### src/rtl/ai_crc_stream.sv
// rtl/ai_crc_stream.sv - streaming CRC engine, multi-byte beats folded one byte per clock
module ai_crc_stream #(
    parameter int unsigned           CRC_W      = 32,
    parameter logic [CRC_W-1:0]      POLY       = 32'h04C11DB7,
    parameter logic [CRC_W-1:0]      INIT       = 32'hFFFFFFFF,
    parameter logic [CRC_W-1:0]      XOR_OUT    = 32'hFFFFFFFF,
    parameter bit                    REFIN      = 1'b1,
    parameter bit                    REFOUT     = 1'b1,
    parameter int unsigned           DATA_BYTES = 4
) (
    input  logic                    clk,
    input  logic                    rst,
    input  logic                    clr,
    input  logic                    in_valid,
    output logic                    in_ready,
    input  logic [8*DATA_BYTES-1:0] in_data,
    input  logic [DATA_BYTES-1:0]   in_keep,
    input  logic                    in_last,
    output logic [CRC_W-1:0]        crc_out,
    output logic                    crc_valid,
    output logic                    busy
);

    localparam int unsigned IDX_W = (DATA_BYTES > 1) ? $clog2(DATA_BYTES) : 1;
    localparam logic [IDX_W-1:0] IDX_LAST = IDX_W'(DATA_BYTES - 1);

    typedef enum logic [1:0] {
        IDLE = 2'd0,
        RUN  = 2'd1,
        FIN  = 2'd2
    } state_t;

    state_t                    state;
    logic [CRC_W-1:0]          acc;
    logic [8*DATA_BYTES-1:0]   data_q;
    logic [DATA_BYTES-1:0]     keep_q;
    logic                      last_q;
    logic [IDX_W-1:0]          idx;
    logic [7:0]                cur_byte;

    // Bit-serial fold of one byte; REFIN picks LSB-first or MSB-first order.
    function automatic logic [CRC_W-1:0] fold_byte(input logic [CRC_W-1:0] a,
                                                   input logic [7:0]       b);
        logic [CRC_W-1:0] r;
        logic             fb;
        r = a;
        for (int i = 0; i < 8; i++) begin
            fb = r[CRC_W-1] ^ (REFIN ? b[i] : b[7-i]);
            r  = {r[CRC_W-2:0], 1'b0} ^ (fb ? POLY : '0);
        end
        return r;
    endfunction

    function automatic logic [CRC_W-1:0] reverse(input logic [CRC_W-1:0] a);
        logic [CRC_W-1:0] r;
        for (int i = 0; i < CRC_W; i++) begin
            r[i] = a[CRC_W-1-i];
        end
        return r;
    endfunction

    assign cur_byte = data_q[int'(idx)*8 +: 8];
    assign in_ready = (state == IDLE);
    assign busy     = (state != IDLE);

    always_ff @(posedge clk or negedge rst) begin
        if (!rst) begin
            state     <= IDLE;
            acc       <= INIT;
            data_q    <= '0;
            keep_q    <= '0;
            last_q    <= 1'b0;
            idx       <= '0;
            crc_out   <= '0;
            crc_valid <= 1'b0;
        end else begin
            crc_valid <= 1'b0;
            if (clr) begin
                state <= IDLE;
                acc   <= INIT;
                idx   <= '0;
            end else begin
                case (state)
                    IDLE: begin
                        if (in_valid) begin
                            data_q <= in_data;
                            keep_q <= in_keep;
                            last_q <= in_last;
                            idx    <= '0;
                            state  <= RUN;
                        end
                    end
                    RUN: begin
                        // Unkept bytes still burn a cycle so latency never depends on keep.
                        if (keep_q[int'(idx)]) begin
                            acc <= fold_byte(acc, cur_byte);
                        end
                        if (idx == IDX_LAST) begin
                            idx   <= '0;
                            state <= last_q ? FIN : IDLE;
                        end else begin
                            idx <= idx + 1'b1;
                        end
                    end
                    FIN: begin
                        crc_out   <= (REFOUT ? reverse(acc) : acc) ^ XOR_OUT;
                        crc_valid <= 1'b1;
                        acc       <= INIT;
                        state     <= IDLE;
                    end
                    default: begin
                        state <= IDLE;
                        acc   <= INIT;
                    end
                endcase
            end
        end
    end

endmodule

### config.mk
export PLATFORM = sky130hd
export DESIGN_NAME = ai_crc_stream
export DESIGN_NICKNAME = d
export VERILOG_FILES = /design/src/rtl/ai_crc_stream.sv
export SDC_FILE = /design/constraint.sdc
export NUM_CORES = 1
export LEC_CHECK = 0
export ABC_AREA = 1
export CELL_PAD_IN_SITES_DETAIL_PLACEMENT = 1
export CELL_PAD_IN_SITES_GLOBAL_PLACEMENT = 2
export CORE_UTILIZATION = 36
export CTS_CLUSTER_SIZE = 16
export DETAILED_ROUTE_END_ITERATION = 6
export HOLD_SLACK_MARGIN = 0.08
export PLACE_DENSITY = 0.91
export SYNTH_ARGS = -nofsm -noshare
export SYNTH_HDL_FRONTEND = slang
export SYNTH_SLANG_ARGS = --single-unit
### constraint.sdc
create_clock -name clk -period 3.7 [get_ports clk]
set_input_delay 0.74 -clock clk [delete_from_list [all_inputs] [get_ports clk]]
set_output_delay 0.74 -clock clk [all_outputs]
set_load 0.02 [all_outputs]
# After elaboration in Yosys (flattened, before gate mapping)
# Cells that the tools add are included.
[word_totals] regBits=106 input_bits=41 output_inout_bits=35 wordCells=68
[op_classes] addsub=1 magnitude_cmp=1 n_eq_ne=7 shifts=1 muxes=24 n_bitwise=18 reduce_logical=8
[ops] cell="32-bit by 27-bit XOR with 32-bit output" count=8
[ops] cell="27-bit 2-to-1 mux" count=8
[ops] cell="32-bit 2-to-1 mux" count=2
[ops] cell="32-bit case mux with 2 select lines" count=1
[ops] cell="32-bit inverter" count=1
[ops] cell="32-bit by 6-bit variable part select with 8-bit output" count=1
[ops] cell="2-bit 2-to-1 mux" count=7
[ops] cell="3-bit inequality test (second input constant)" count=3
[ops] cell="2-bit case mux with 2 select lines" count=2
[ops] cell="2-bit AND reduction" count=4
[ops] cell="1-bit XOR" count=8
[ops] cell="2-bit == test (second input constant)" count=2
[ops] cell="2-bit by 3-bit less-than comparator with 1-bit output (second input constant)" count=1
[ops] cell="1-bit 2-to-1 mux" count=3
[ops] cell="3-bit AND reduction" count=1
[ops] cell="3-bit nonzero test" count=1
[ops] cell="2-bit by 1-bit adder with 2-bit output (second input constant)" count=1
[ops] cell="1-bit binary-select mux with 2-bit select" count=1
[ops] cell="2-bit by 1-bit == test with 1-bit output (second input constant)" count=1
[ops] cell="2-bit logical NOT" count=1
[ops] cell="2-bit inequality test (second input constant)" count=1
[ops] cell="2-bit nonzero test" count=1
[ops] cell="1-bit inverter" count=1

# Depth between registers and ports, before layout
# Gate-level depths: netlist of the first run.
[depth] ltp_word=28 mapped_depth=17 depth_no_buf=16

# Worst setup path before layout of the first run
# Ideal clock, no wire load.
[synth_timing] path_kind="input port to flip-flop" startpoint="input port clr" endpoint="register data_q[12]" setup_time_ns=0.125 t_arrival_ns=1.788 required_ns=3.575 setup_slack_ns=1.787 path_stages=5 path_buffers=2 cell_sequence="inv_1 > nand3_1 > buf_2 > buf_1 > mux2_2"
[synth_between] elab_chain_cells=2
[synth_lines] item="from (decl)" line_no="13" text="input logic clr,"
[synth_lines] item="1-bit inverter (no line)"
[synth_lines] item="3-bit AND reduction (no line)"
[synth_lines] item="to (signal assigned)" line_no="86" text="data_q <= in_data;"
[synth_lines] item="to (decl)" line_no="35" text="logic [8*DATA_BYTES-1:0] data_q;"
# No other way between the ends.
# A chain may end at the register's enable or synchronous reset.

# Worst setup path after layout of the first run
[layout_timing] startpoint="input port clr" endpoint="register acc[21]"
[layout_between] elab_chain_cells=2 word_cells_on_any_way=4 cone_classes="eq/ne (2); mux (1); reduce/logical (1)"
[layout_lines] item="3-bit inequality test (no line) / 2-bit inequality test (equally long branches)"
[layout_lines] item="2-bit AND reduction (no line)"
[layout_lines] item="to (signal assigned)" line_no="96" text="acc <= fold_byte(acc, cur_byte);"
[layout_lines] item="to (decl)" line_no="34" text="logic [CRC_W-1:0] acc;"
# Parallel ways exist; a longest one is shown, timed or not.

==> results by group, run 1 <==
Setup path
  – Register-to-register path setup slack: 1.08 ns
  – Worst endpoint data arrival time: 3.07 ns
  – CP Class: primary input to flip-flop
  – R2R Path End: acc[21]
  – Critical path required time: 3.99 ns
  – Critical path launch point type: primary input
  – Crit Path Max Fanout: 17
  – Crit. End Element: flip-flop
  – Reg2reg start: idx[0]
  – Worst R2R Path Depth: 13

Floorplanning
  – Site Rows: 45
  – Core Area: 15100 µm²
  – Die Footprint: 16000 µm²
  – Initial Util: 36.7%
  – DIE WIDTH: 126 µm
  – I/O pins: 76
  – Die height: 126 µm

STA
  – Final hold violation count: 0
  – Final setup margin: 0.919 ns
  – TNS Setup: 0 ns
  – Crit path time final: 2.78 ns
  – Ratio of final minimum period to clock period: 75.2%
  – Worst-margin pin slew: 0.967 ns
  – RSZ-0062 raised after global routing: no
  – Worst rel slew slack: 35.5%
  – Max Slew Vio Count: 0
  – Top achievable clock speed: 360 MHz
  – Setup violators final: 0
  – Worst Clk Skew: 0.00918 ns

Drt
  – WL/cell: 16.6 µm
  – # DRC: 0
  – Vias per cell: 5.08
  – Pre-antenna DRT Iters: 4
  – Via count: 4707
  – Total Wirelength: 15400 µm
  – Final ANT Viol Nets: 0
  – DRT iter0 DRCs: 221

Place
  – PortBufs: 75
  – Routability Congestion: 0.792
  – DP Worst Slack: 0.572 ns
  – Dpl cells: 911
  – Post-DP HPWL: 11300 µm

Status
  – Status: complete, no violations

Synthesis
  – Cells after Synth: 663
  – Cell taking the most area after synthesis: dfrtp_1
  – Post-synth EDFFs: 0
  – Sequential area share after synthesis: 48.4%
  – Synth top area share: 33.3%
  – Post-synth ARST share: 100%
  – Main area contributors after synthesis: dfrtp_1 (33%), dfstp_2 (15%), nand2_1 (15%)
  – Mapped Nets: 705
  – Register bit total from synthesis: 106
  – Most common cell in the synthesized netlist: nand2_1
  – Most frequent cells after synthesis: nand2_1 (216), dfrtp_1 (74), nand3_1 (60)
  – Post-Syn Area: 5560 µm²
  – Yosys Warn Count: 0
  – Syn_area_per_cell: 8.39 µm²
  – Main flop type after synthesis: dfrtp_1
  – Cell variety after synth: 32

Final layout
  – FF+latch area: 2690 µm²
  – Fill cells: 1822
  – Share of layout cells above drive strength 1: 17.5%
  – Area growth syn-to-layout: 21.5%
  – ANT cells: 0
  – Multi-input gate area: 2520 µm²
  – Final-stage net count: 776
  – Final Instance Count excl. Fillers: 927

Clock tree
  – Clock sinks: 106
  – Hold buffer count at cts: 0
  – H-tree Lvls: 3
  – Clock root buffer: clkbuf_16
  – Post-CTS setup buffers: 0
  – Worst skew pair latency: 0.36 ns
  – CTS tree: built
  – Clk buf depth: 2
  – Clock slew at reported path FFs: 0.07 ns
  – CTS Buf Count: 9
  – Number of gates resized after CTS: 0

GRT
  – GR Overflow Total: 0
  – Largest net degree at the start of global routing: 66
  – First-pass GRT wire length: 26000 µm
  – Vias in the first global route: 5136
  – GRT Overall Usage: 21.1%
  – Initial antenna violation count: 0

Pwr
  – Cell area power density: 745 nW/µm²
  – Leak: 0.00313 µW
  – Peak supply drop: 280 µV
  – Total power: 5040 µW

Min path
  – Hold WC Path Type: primary input to asynchronous set/reset pin

Job
  – Max Cap Violations: 0
==> power by group <==
| part | total [µW] | switching, µW | internal, µW |
|---|---|---|---|
| registers | 1740 | 222 | 1510 |
| logic | 2420 | 1550 | 864 |
| clock network | 884 | 425 | 459 |
==> per-stage QoR <==
step / instance area [µm²] / hold WS, ns / util [%]
CTS: 6760 / 0.436 / 44.6
floorplan: 5560 / 0.444 / -
finish: 6760 / 0.405 / 44.6
global route: 6760 / 0.461 / 44.6
detailed placement: 6500 / 0.475 / 42.9
global placement: 6500 / 0.468 / 42.9
==> cells in the final DEF, fill, tap and decap left out <==
cell and n:
a21oi_1 9, a32o_1 1, buf_12 1, buf_4 6, bufinv_8 1, clkbuf_1 6
clkbuf_16 9, clkdlybuf4s50_1 74, clkinvlp_4 1, dfrtp_1 74, dfstp_2 32, ha_1 1
inv_1 54, inv_2 7, mux2_2 37, nand2_1 215, nand2_2 21, nand2_4 7
nand3_1 60, nand3_2 2, nand4_1 1, nor2_1 28, nor3_1 2, nor3b_1 1
o21a_1 1, o21ai_0 41, o21ai_1 14, o21bai_1 1, o22ai_1 11, or2_2 1
xnor2_1 1, xor2_1 15, xor2_2 4
==> worst max-delay path by stage <==
| stage | start | to | slack (ns) | depth (start not counted) |
|---|---|---|---|---|
| 4_1_cts | clr | acc[31] | 0.97 | 12 |
| 3_5_place_dp | clr | acc[31] | 0.57 | 12 |
| 2_1_floorplan | clr | data_q[12] | 1.79 | 5 |
| 6_report | clr | acc[21] | 0.92 | 12 |
| 5_1_grt | clr | acc[21] | 0.73 | 12 |
| 3_3_place_gp | clr | acc[20] | 0.75 | 12 |
==> critical path, cell delays in order <==
cell and delay, ns:
clkdlybuf4s50_1 0.50, inv_1 0.09, nand2_1 0.23, a21oi_1 0.07, o21ai_1 0.08, nand2_1 0.35
nor2_1 0.25, buf_4 0.18, buf_4 0.25, o21ai_0 0.14, o22ai_1 0.12, inv_1 0.06
==> metal layers <==
layer / routed length [µm] / GRT usage (%) / up-vias
met2: 7910 / 37.4 / 65
met5: 0 / 0 / -
met3: 383 / 3.25 / 18
li1: - / - / 2263
met4: 233 / 7.73 / 0
met1: 6860 / 25.9 / 2361
==> flip-flops by register name, summed over array words and instances (netlist names) <==
register and flops:
acc 32, crc_out 32, crc_valid 1, data_q 32
idx 2, keep_q 4, last_q 1, state 2
==> final cells by class <==
cell class | instances | area share (%)
Inverter | 62 | 3.65
Clock inverter | 1 | 0.111
Multi-Input combinational cell | 474 | 37.3
Clock buffer | 15 | 3.67
Tap cell | 188 | 3.48
Timing Repair Buffer | 81 | 11.9
Sequential cell | 106 | 39.9
==> logic make-up (layout without fill, tap and decap cells) <==
family,after synthesis,after routing,synth area share [%]
simple gates,338,338,26.4
flops,106,106,48.4
buf+inv,83,159,6.30
compound gates,78,78,7.45
mux,37,37,7.49
xor+xnor,20,20,3.69
fa+ha+maj,1,1,0.225
(Power assumes the default switching activity.)
==> run 2: changes to the inputs <==
--- a/config.mk
+++ b/config.mk
@@ -8,11 +8,11 @@
 export ABC_AREA = 1
 export CELL_PAD_IN_SITES_DETAIL_PLACEMENT = 1
 export CELL_PAD_IN_SITES_GLOBAL_PLACEMENT = 2
-export CORE_UTILIZATION = 36
+export CORE_UTILIZATION = 33
 export CTS_CLUSTER_SIZE = 16
 export DETAILED_ROUTE_END_ITERATION = 6
 export HOLD_SLACK_MARGIN = 0.08
-export PLACE_DENSITY = 0.91
+export PLACE_DENSITY = 0.85
 export SYNTH_ARGS = -nofsm -noshare
 export SYNTH_HDL_FRONTEND = slang
 export SYNTH_SLANG_ARGS = --single-unit
==> constraint.sdc (replaced) <==
create_clock -name clk -period 2.8 [get_ports clk]
set_input_delay 0.56 -clock clk [delete_from_list [all_inputs] [get_ports clk]]
set_output_delay 0.56 -clock clk [all_outputs]
set_load 0.02 [all_outputs]
==> run 2 against run 1 <==
  * The flow now finishes with violations (design-rule violations)
  * Critical path type is now flip-flop to flip-flop
  * First-iteration DRC count shrank 18%
  * Sequential power is 32% higher
  * Utilization decreased by 3.1 points
  * Power rose by 32%
  * Critical endpoint is now acc[23]
==> results by group, run 2 (same netlist as run 1, synthesis figures left out) <==
Setup path
  – Critical path's slowest cell: dfrtp_1
  – Critical path launch point type: flip-flop
  – WP buf/inv: 3 (-2)
  – Worst-path cell chain: bufinv_8, nand3_1, nand3_1, nand2_4, nand2_1, nand2_1, nand2_2, nand2_4, inv_2, nand2_1, nand2_1, o21ai_1, inv_1
  – Crit-path most repeated cell: nand2_1
  – Critical path required time: 3.09 ns (-0.90 ns)
  – Crit Path Max Fanout: 12 (-5)
  – CP Class: flip-flop to flip-flop
  – Crit. End Element: flip-flop
  – Worst endpoint data arrival time: 2.59 ns (-0.48 ns)
  – Crit path largest cell delay: 0.62 ns (+0.12 ns)
  – CP top delay family: simple AND/OR/NAND/NOR gates

Drt
  – Total Wirelength: 15500 µm (+0.49%)
  – # DRC: 2 (+2)
  – DRT iter0 DRCs: 182 (-18%)
  – Final ANT Viol Nets: 0 (unchanged)
  – WL/cell: 16.0 µm (-3.5%)
  – Pre-antenna DRT Iters: 6 (+2)
  – Vias per cell: 4.85 (-4.4%)
  – Via count: 4685 (-0.47%)

STA
  – TNS Setup: 0 ns (unchanged)
  – Final hold violation count: 0 (unchanged)
  – RSZ-0062 raised after global routing: no
  – Setup violators final: 0 (unchanged)
  – Worst rel slew slack: 63.6% (+28 points)
  – Crit path time final: 2.30 ns
  – Worst-margin pin slew: 0.546 ns (-0.421 ns)
  – Fin Hold WS: 0.490 ns (+0.0859 ns)
  – Ratio of final minimum period to clock period: 82.3%
  – Top achievable clock speed: 434 MHz
  – Max Slew Vio Count: 0 (unchanged)
  – Worst Clk Skew: 0.00534 ns (-0.00384 ns)

GRT
  – Largest net degree at the start of global routing: 66 (unchanged)
  – GR Overflow Total: 0 (unchanged)
  – GRT Overall Usage: 19.0% (-2.0 points)
  – Initial antenna violation count: 0 (unchanged)
  – First-pass GRT wire length: 26000 µm (-0.29%)
  – Vias in the first global route: 5103 (-0.64%)

Pwr
  – Peak supply drop: 335 µV (+20%)
  – Cell area power density: 969 nW/µm² (+30%)
  – Leak: 0.00316 µW (+1.2%)
  – Total power: 6650 µW (+32%)

Final layout
  – Most frequent cells in the layout: nand2_1 (215), dfrtp_1 (74), clkdlybuf4s50_1 (74)
  – Biggest regs: acc: 32 flops, crc_out: 32 flops, data_q: 32 flops
  – ANT cells: 0 (unchanged)
  – Area growth syn-to-layout: 23.4%
  – Final core utilization: 41.5% (-3.1 points)
  – Share of layout cells above drive strength 1: 18.5% (+1.1 points)
  – Final-stage net count: 782 (+0.77%)
  – Most common cell after layout, fill and taps aside: nand2_1

Place
  – PortBufs: 75 (unchanged)
  – Routability Congestion: 0.833 (+5.2%)
  – Post-DP HPWL: 11700 µm (+3.5%)

Job
  – Max Cap Violations: 0 (unchanged)

Clock tree
  – Clock root buffer: clkbuf_16
  – Clk buf depth: 2 (unchanged)
  – Clock sinks: 106 (unchanged)
  – Number of gates resized after CTS: 0 (unchanged)
  – Clock slew at reported path FFs: 0.07 ns (about the same)
  – CTS tree: built
  – Worst skew pair latency: 0.35 ns (about the same)
  – CTS Buf Count: 9 (unchanged)
  – Post-CTS setup buffers: 0 (unchanged)
  – H-tree Lvls: 3 (unchanged)

Floorplanning
  – I/O pins: 76 (unchanged)
  – Site Rows: 47 (+4.4%)
  – Die height: 132 µm (+4.4%)
  – Core Area: 16500 µm² (+9.1%)
  – DIE WIDTH: 132 µm (+4.4%)
  – Initial Util: 33.7% (-3.1 points)
  – Die Footprint: 17400 µm² (+8.9%)

Status
  – Violated checks: design-rule violations
  – Status: complete, but fails checks

Min path
  – Hold WC Path Type: flip-flop to flip-flop
-- run 2: per-stage QoR --
stage	std cells	instance area (µm²)	worst slack (ns)
2_1_floorplan	663	5560	1.05
3_3_place_gp	948	6580	0.546
3_5_place_dp	948	6580	0.451
4_1_cts	965	6860	0.457
5_1_grt	965	6860	0.238
6_report	965	6860	0.496
-- run 2: final cells by class --
type / count / area, µm²
Multi-Input combinational cell: 474 / 2520
Sequential cell: 106 / 2690
Clock buffer: 11 / 233
Timing Repair Buffer: 87 / 853
Fill cell: 1952 / 9660
Inverter: 62 / 246
Clock inverter: 5 / 38.8
Tap cell: 220 / 275
-- run 2: worst min-delay path: stages (launching register included) --
cell and delay [ns]:
dfrtp_1 0.35, nand2_1 0.05, o21ai_0 0.06
-- run 2: repair_timing --
item | 4_1_cts | 5_1_grt
endpoints found under the hold margin | 16 | 0
hold buffers | 1 | 0
setup endpoints to repair | 0 | 0
-- run 2: path summary, 6_finish.rpt --
| kind | endpoint | depth (start not counted) | slack, ns | start |
|---|---|---|---|---|
| max | acc[23] | 13 | 0.50 | idx[1] |
| min | crc_out[8] | 2 | 0.49 | crc_out[8] |
| max reg2reg | acc[23] | 13 | 0.50 | idx[1] |
| min reg2reg | crc_out[8] | 2 | 0.49 | crc_out[8] |
| max in group asynchronous | data_q[9] | 3 | 1.41 | rst |
| min in group asynchronous | crc_out[15] | 2 | 0.63 | rst |
-- run 2: where the power goes --
part           internal [µW]  total [µW]  switching, µW
sequential              2000        2300            304
clock                    611        1190            582
combinational           1150        3150           2000
-- run 2: per-layer routing --
layer  part of all wire [%]  up-vias  track usage [%]  wire length [µm]
li1                       -     2280                -                 -
met1                     45     2326             23.7              7020
met2                     51       62             33.7              7820
met3                    2.6       17             3.19               401
met4                    1.5        0             5.62               225
met5                      0        -                0                 0
==> run 3: changes to the inputs <==
==> constraint.sdc (replaced) <==
create_clock -name clk -period 2.3 [get_ports clk]
set_input_delay 0.46 -clock clk [delete_from_list [all_inputs] [get_ports clk]]
set_output_delay 0.46 -clock clk [all_outputs]
set_load 0.02 [all_outputs]
==> run 3 against run 2 <==
  * The run now ends clean
  * Die area unchanged
  * Power increased by 25%
  * Clock skew increased by 0.0034 ns
  * Sequential power increased by 22%
  * Non-clock buffer count increased by 3
  * Flip-flop and latch count unchanged
  * Utilization increased by 0.55 points
  * Setup slack got worse by 0.32 ns
  * First-iteration DRC count increased by 5.5%
  * Critical path type is now flip-flop to primary output
  * Wire length increased by 3.4%
  * Clock power increased by 26%
  * Final area increased by 1.3%
==> results by group, run 3 (same netlist as run 1, synthesis figures left out) <==
Setup path
  – Crit. End Element: primary output
  – Crit path largest cell delay: 0.67 ns (+0.05 ns)
  – Register-to-register path setup slack: 0.19 ns (-0.31 ns)
  – R2R Path End: acc[12]
  – Critical path launch point type: flip-flop
  – Critical path's slowest cell: clkdlybuf4s50_1
  – Worst R2R Path Depth: 15 (+2)
  – Reg2reg start: idx[0]
  – Worst-path cell chain: nor2_1, clkdlybuf4s50_1
  – Worst endpoint data arrival time: 1.67 ns (-0.92 ns)
  – Crit Path Max Fanout: 4 (-8)
  – CP top delay family: buffers and inverters
  – CP Class: flip-flop to primary output
  – Critical path required time: 1.84 ns (-1.25 ns)
  – WP buf/inv: 1 (-2)

Clock tree
  – Clock sinks: 106 (unchanged)
  – Worst skew pair latency: 0.36 ns (about the same)
  – H-tree Lvls: 3 (unchanged)
  – Post-CTS setup buffers: 0 (unchanged)
  – Clock root buffer: clkbuf_16
  – CTS Buf Count: 9 (unchanged)
  – Clock slew at reported path FFs: 0.08 ns (about the same)
  – Clk buf depth: 2 (unchanged)
  – CTS tree: built

STA
  – Worst Clk Skew: 0.00872 ns (+0.00338 ns)
  – TNS Setup: 0 ns (unchanged)
  – Final hold violation count: 0 (unchanged)
  – Top achievable clock speed: 470 MHz
  – Worst rel slew slack: 72.8% (+9.3 points)
  – RSZ-0062 raised after global routing: no
  – Worst-margin pin slew: 0.408 ns (-0.139 ns)
  – Crit path time final: 2.13 ns
  – Max Slew Vio Count: 0 (unchanged)
  – Ratio of final minimum period to clock period: 92.5%
  – Setup violators final: 0 (unchanged)

Drt
  – WL/cell: 16.5 µm (+3.1%)
  – DRT iter0 DRCs: 192 (+5.5%)
  – Pre-antenna DRT Iters: 4 (-2)
  – Via count: 4695 (+0.21%)
  – Vias per cell: 4.85 (about the same)
  – Total Wirelength: 16000 µm (+3.4%)
  – Final ANT Viol Nets: 0 (unchanged)
  – # DRC: 0 (-2)

Final layout
  – Final-stage net count: 785 (+0.38%)
  – Share of layout cells above drive strength 1: 19.4% (+0.86 points)
  – Biggest regs: acc: 32 flops, crc_out: 32 flops, data_q: 32 flops
  – Most common cell after layout, fill and taps aside: nand2_1
  – ANT cells: 0 (unchanged)
  – Post-route cell area: 6950 µm² (+1.3%)
  – Most frequent cells in the layout: nand2_1 (214), clkdlybuf4s50_1 (74), dfrtp_1 (73)
  – Area growth syn-to-layout: 25.0%

GRT
  – Vias in the first global route: 5217 (+2.2%)
  – Largest net degree at the start of global routing: 66 (unchanged)
  – Initial antenna violation count: 0 (unchanged)
  – GR Overflow Total: 0 (unchanged)
  – GRT Overall Usage: 19.7% (+0.71 points)
  – First-pass GRT wire length: 26900 µm (+3.4%)

Place
  – PortBufs: 75 (unchanged)
  – Routability Congestion: 0.822 (-1.2%)
  – Placed inst area: 6640 µm² (+0.91%)
  – Post-DP HPWL: 11800 µm (+0.86%)

Status
  – Status: complete, no violations

Min path
  – Hold WC Path Type: flip-flop to flip-flop
  – Worst Hold Launch: crc_out[12]
  – Cell depth of the worst hold path: 2 (unchanged)
  – End point of the worst hold path: crc_out[12]

Pwr
  – Pint: 4640 µW (+23%)
  – Leak: 0.00320 µW (+1.2%)
  – P_sw: 3640 µW (+26%)
  – Peak supply drop: 407 µV (+21%)
  – Clock Power Share: 18.1% (about the same)
  – Sw Share: 44.0% (+0.59 points)
  – Cell area power density: 1190 nW/µm² (+23%)
  – Sequential share of power: 34.0% (-0.6 points)
  – Gate power share: 48.0% (+0.6 points)

Floorplanning
  – Core Area: 16500 µm² (unchanged)
  – I/O pins: 76 (unchanged)
  – DIE WIDTH: 132 µm (unchanged)
  – Die height: 132 µm (unchanged)
  – Die Footprint: 17400 µm² (unchanged)
  – Site Rows: 47 (unchanged)
  – Initial Util: 33.7% (unchanged)

Job
  – Max Cap Violations: 0 (unchanged)
[run 3: cell count changes in the layout (fill, tap and decap cells not counted), moves of 2 or more]
cell / delta
buf_12: +3
buf_4: -2
buf_6: +2
nand2_4: +2
[run 3: worst max path at each step]
stage / startpoint / endpoint / slack (ns) / depth (start not counted)
after floorplan: state[1] / data_q[12] / 0.55 / 5
after global placement: clr / acc[20] / 0.11 / 11
after detailed placement: clr / acc[21] / 0.02 / 11
after CTS: idx[0] / acc[23] / 0.009 / 14
after global routing: idx[0] / acc[23] / 0.004 / 15
final: state[1] / in_ready / 0.17 / 2
[run 3: what timing repair did]
| item | 4_1_cts | 5_1_grt |
|---|---|---|
| resized for setup | 0 | 9 |
| endpoints found under the setup margin | 0 | 16 |
| hold buffers | 1 | 0 |
| hold endpoints to repair | 6 | 0 |
[run 3: through the flow]
step                std cells  setup WS [ns]  total power [µW]  hold WS, ns  util [%]
floorplan                 663          0.553              5430        0.164         -
global placement          951          0.115              6600        0.416      40.2
detailed placement        951         0.0191              6770        0.414      40.2
CTS                       968        0.00935              8300        0.494      41.9
global route              968        0.00431              8920        0.526      42.1
finish                    968          0.172              8280        0.488      42.1
[run 3: metal layers]
layer | track usage [%] | vias to the layer above | routed length (µm)
met5 | 0 | - | 0
met3 | 2.58 | 20 | 377
met4 | 8.01 | 0 | 299
li1 | - | 2286 | -
met1 | 25.2 | 2327 | 7460
met2 | 33.7 | 62 | 7860
[run 3: area by class of cell]
type | count | area (µm²)
inverters | 62 | 249
clock buffers | 10 | 229
clock inverters | 6 | 42.5
multi-input cells | 474 | 2540
fillers | 1936 | 9570
well taps | 220 | 275
flip-flops and latches | 106 | 2690
repair buffers | 90 | 921
[run 3: power groups by stage]
stage	registers [µW]	clock network [µW]	logic (µW)
2_1_floorplan	2840	0	2580
3_3_place_gp	2820	0	3780
3_5_place_dp	2850	0	3920
4_1_cts	2820	1530	3960
5_1_grt	2880	1590	4440
6_report	2810	1500	3970
[run 3: worst min-delay path: cells and delay by family, from the launching register on]
family / cells / cell delay [ns]
DFF: 1 / 0.34
AOI/OAI and AO/OA: 1 / 0.06
and+or+nand+nor: 1 / 0.05
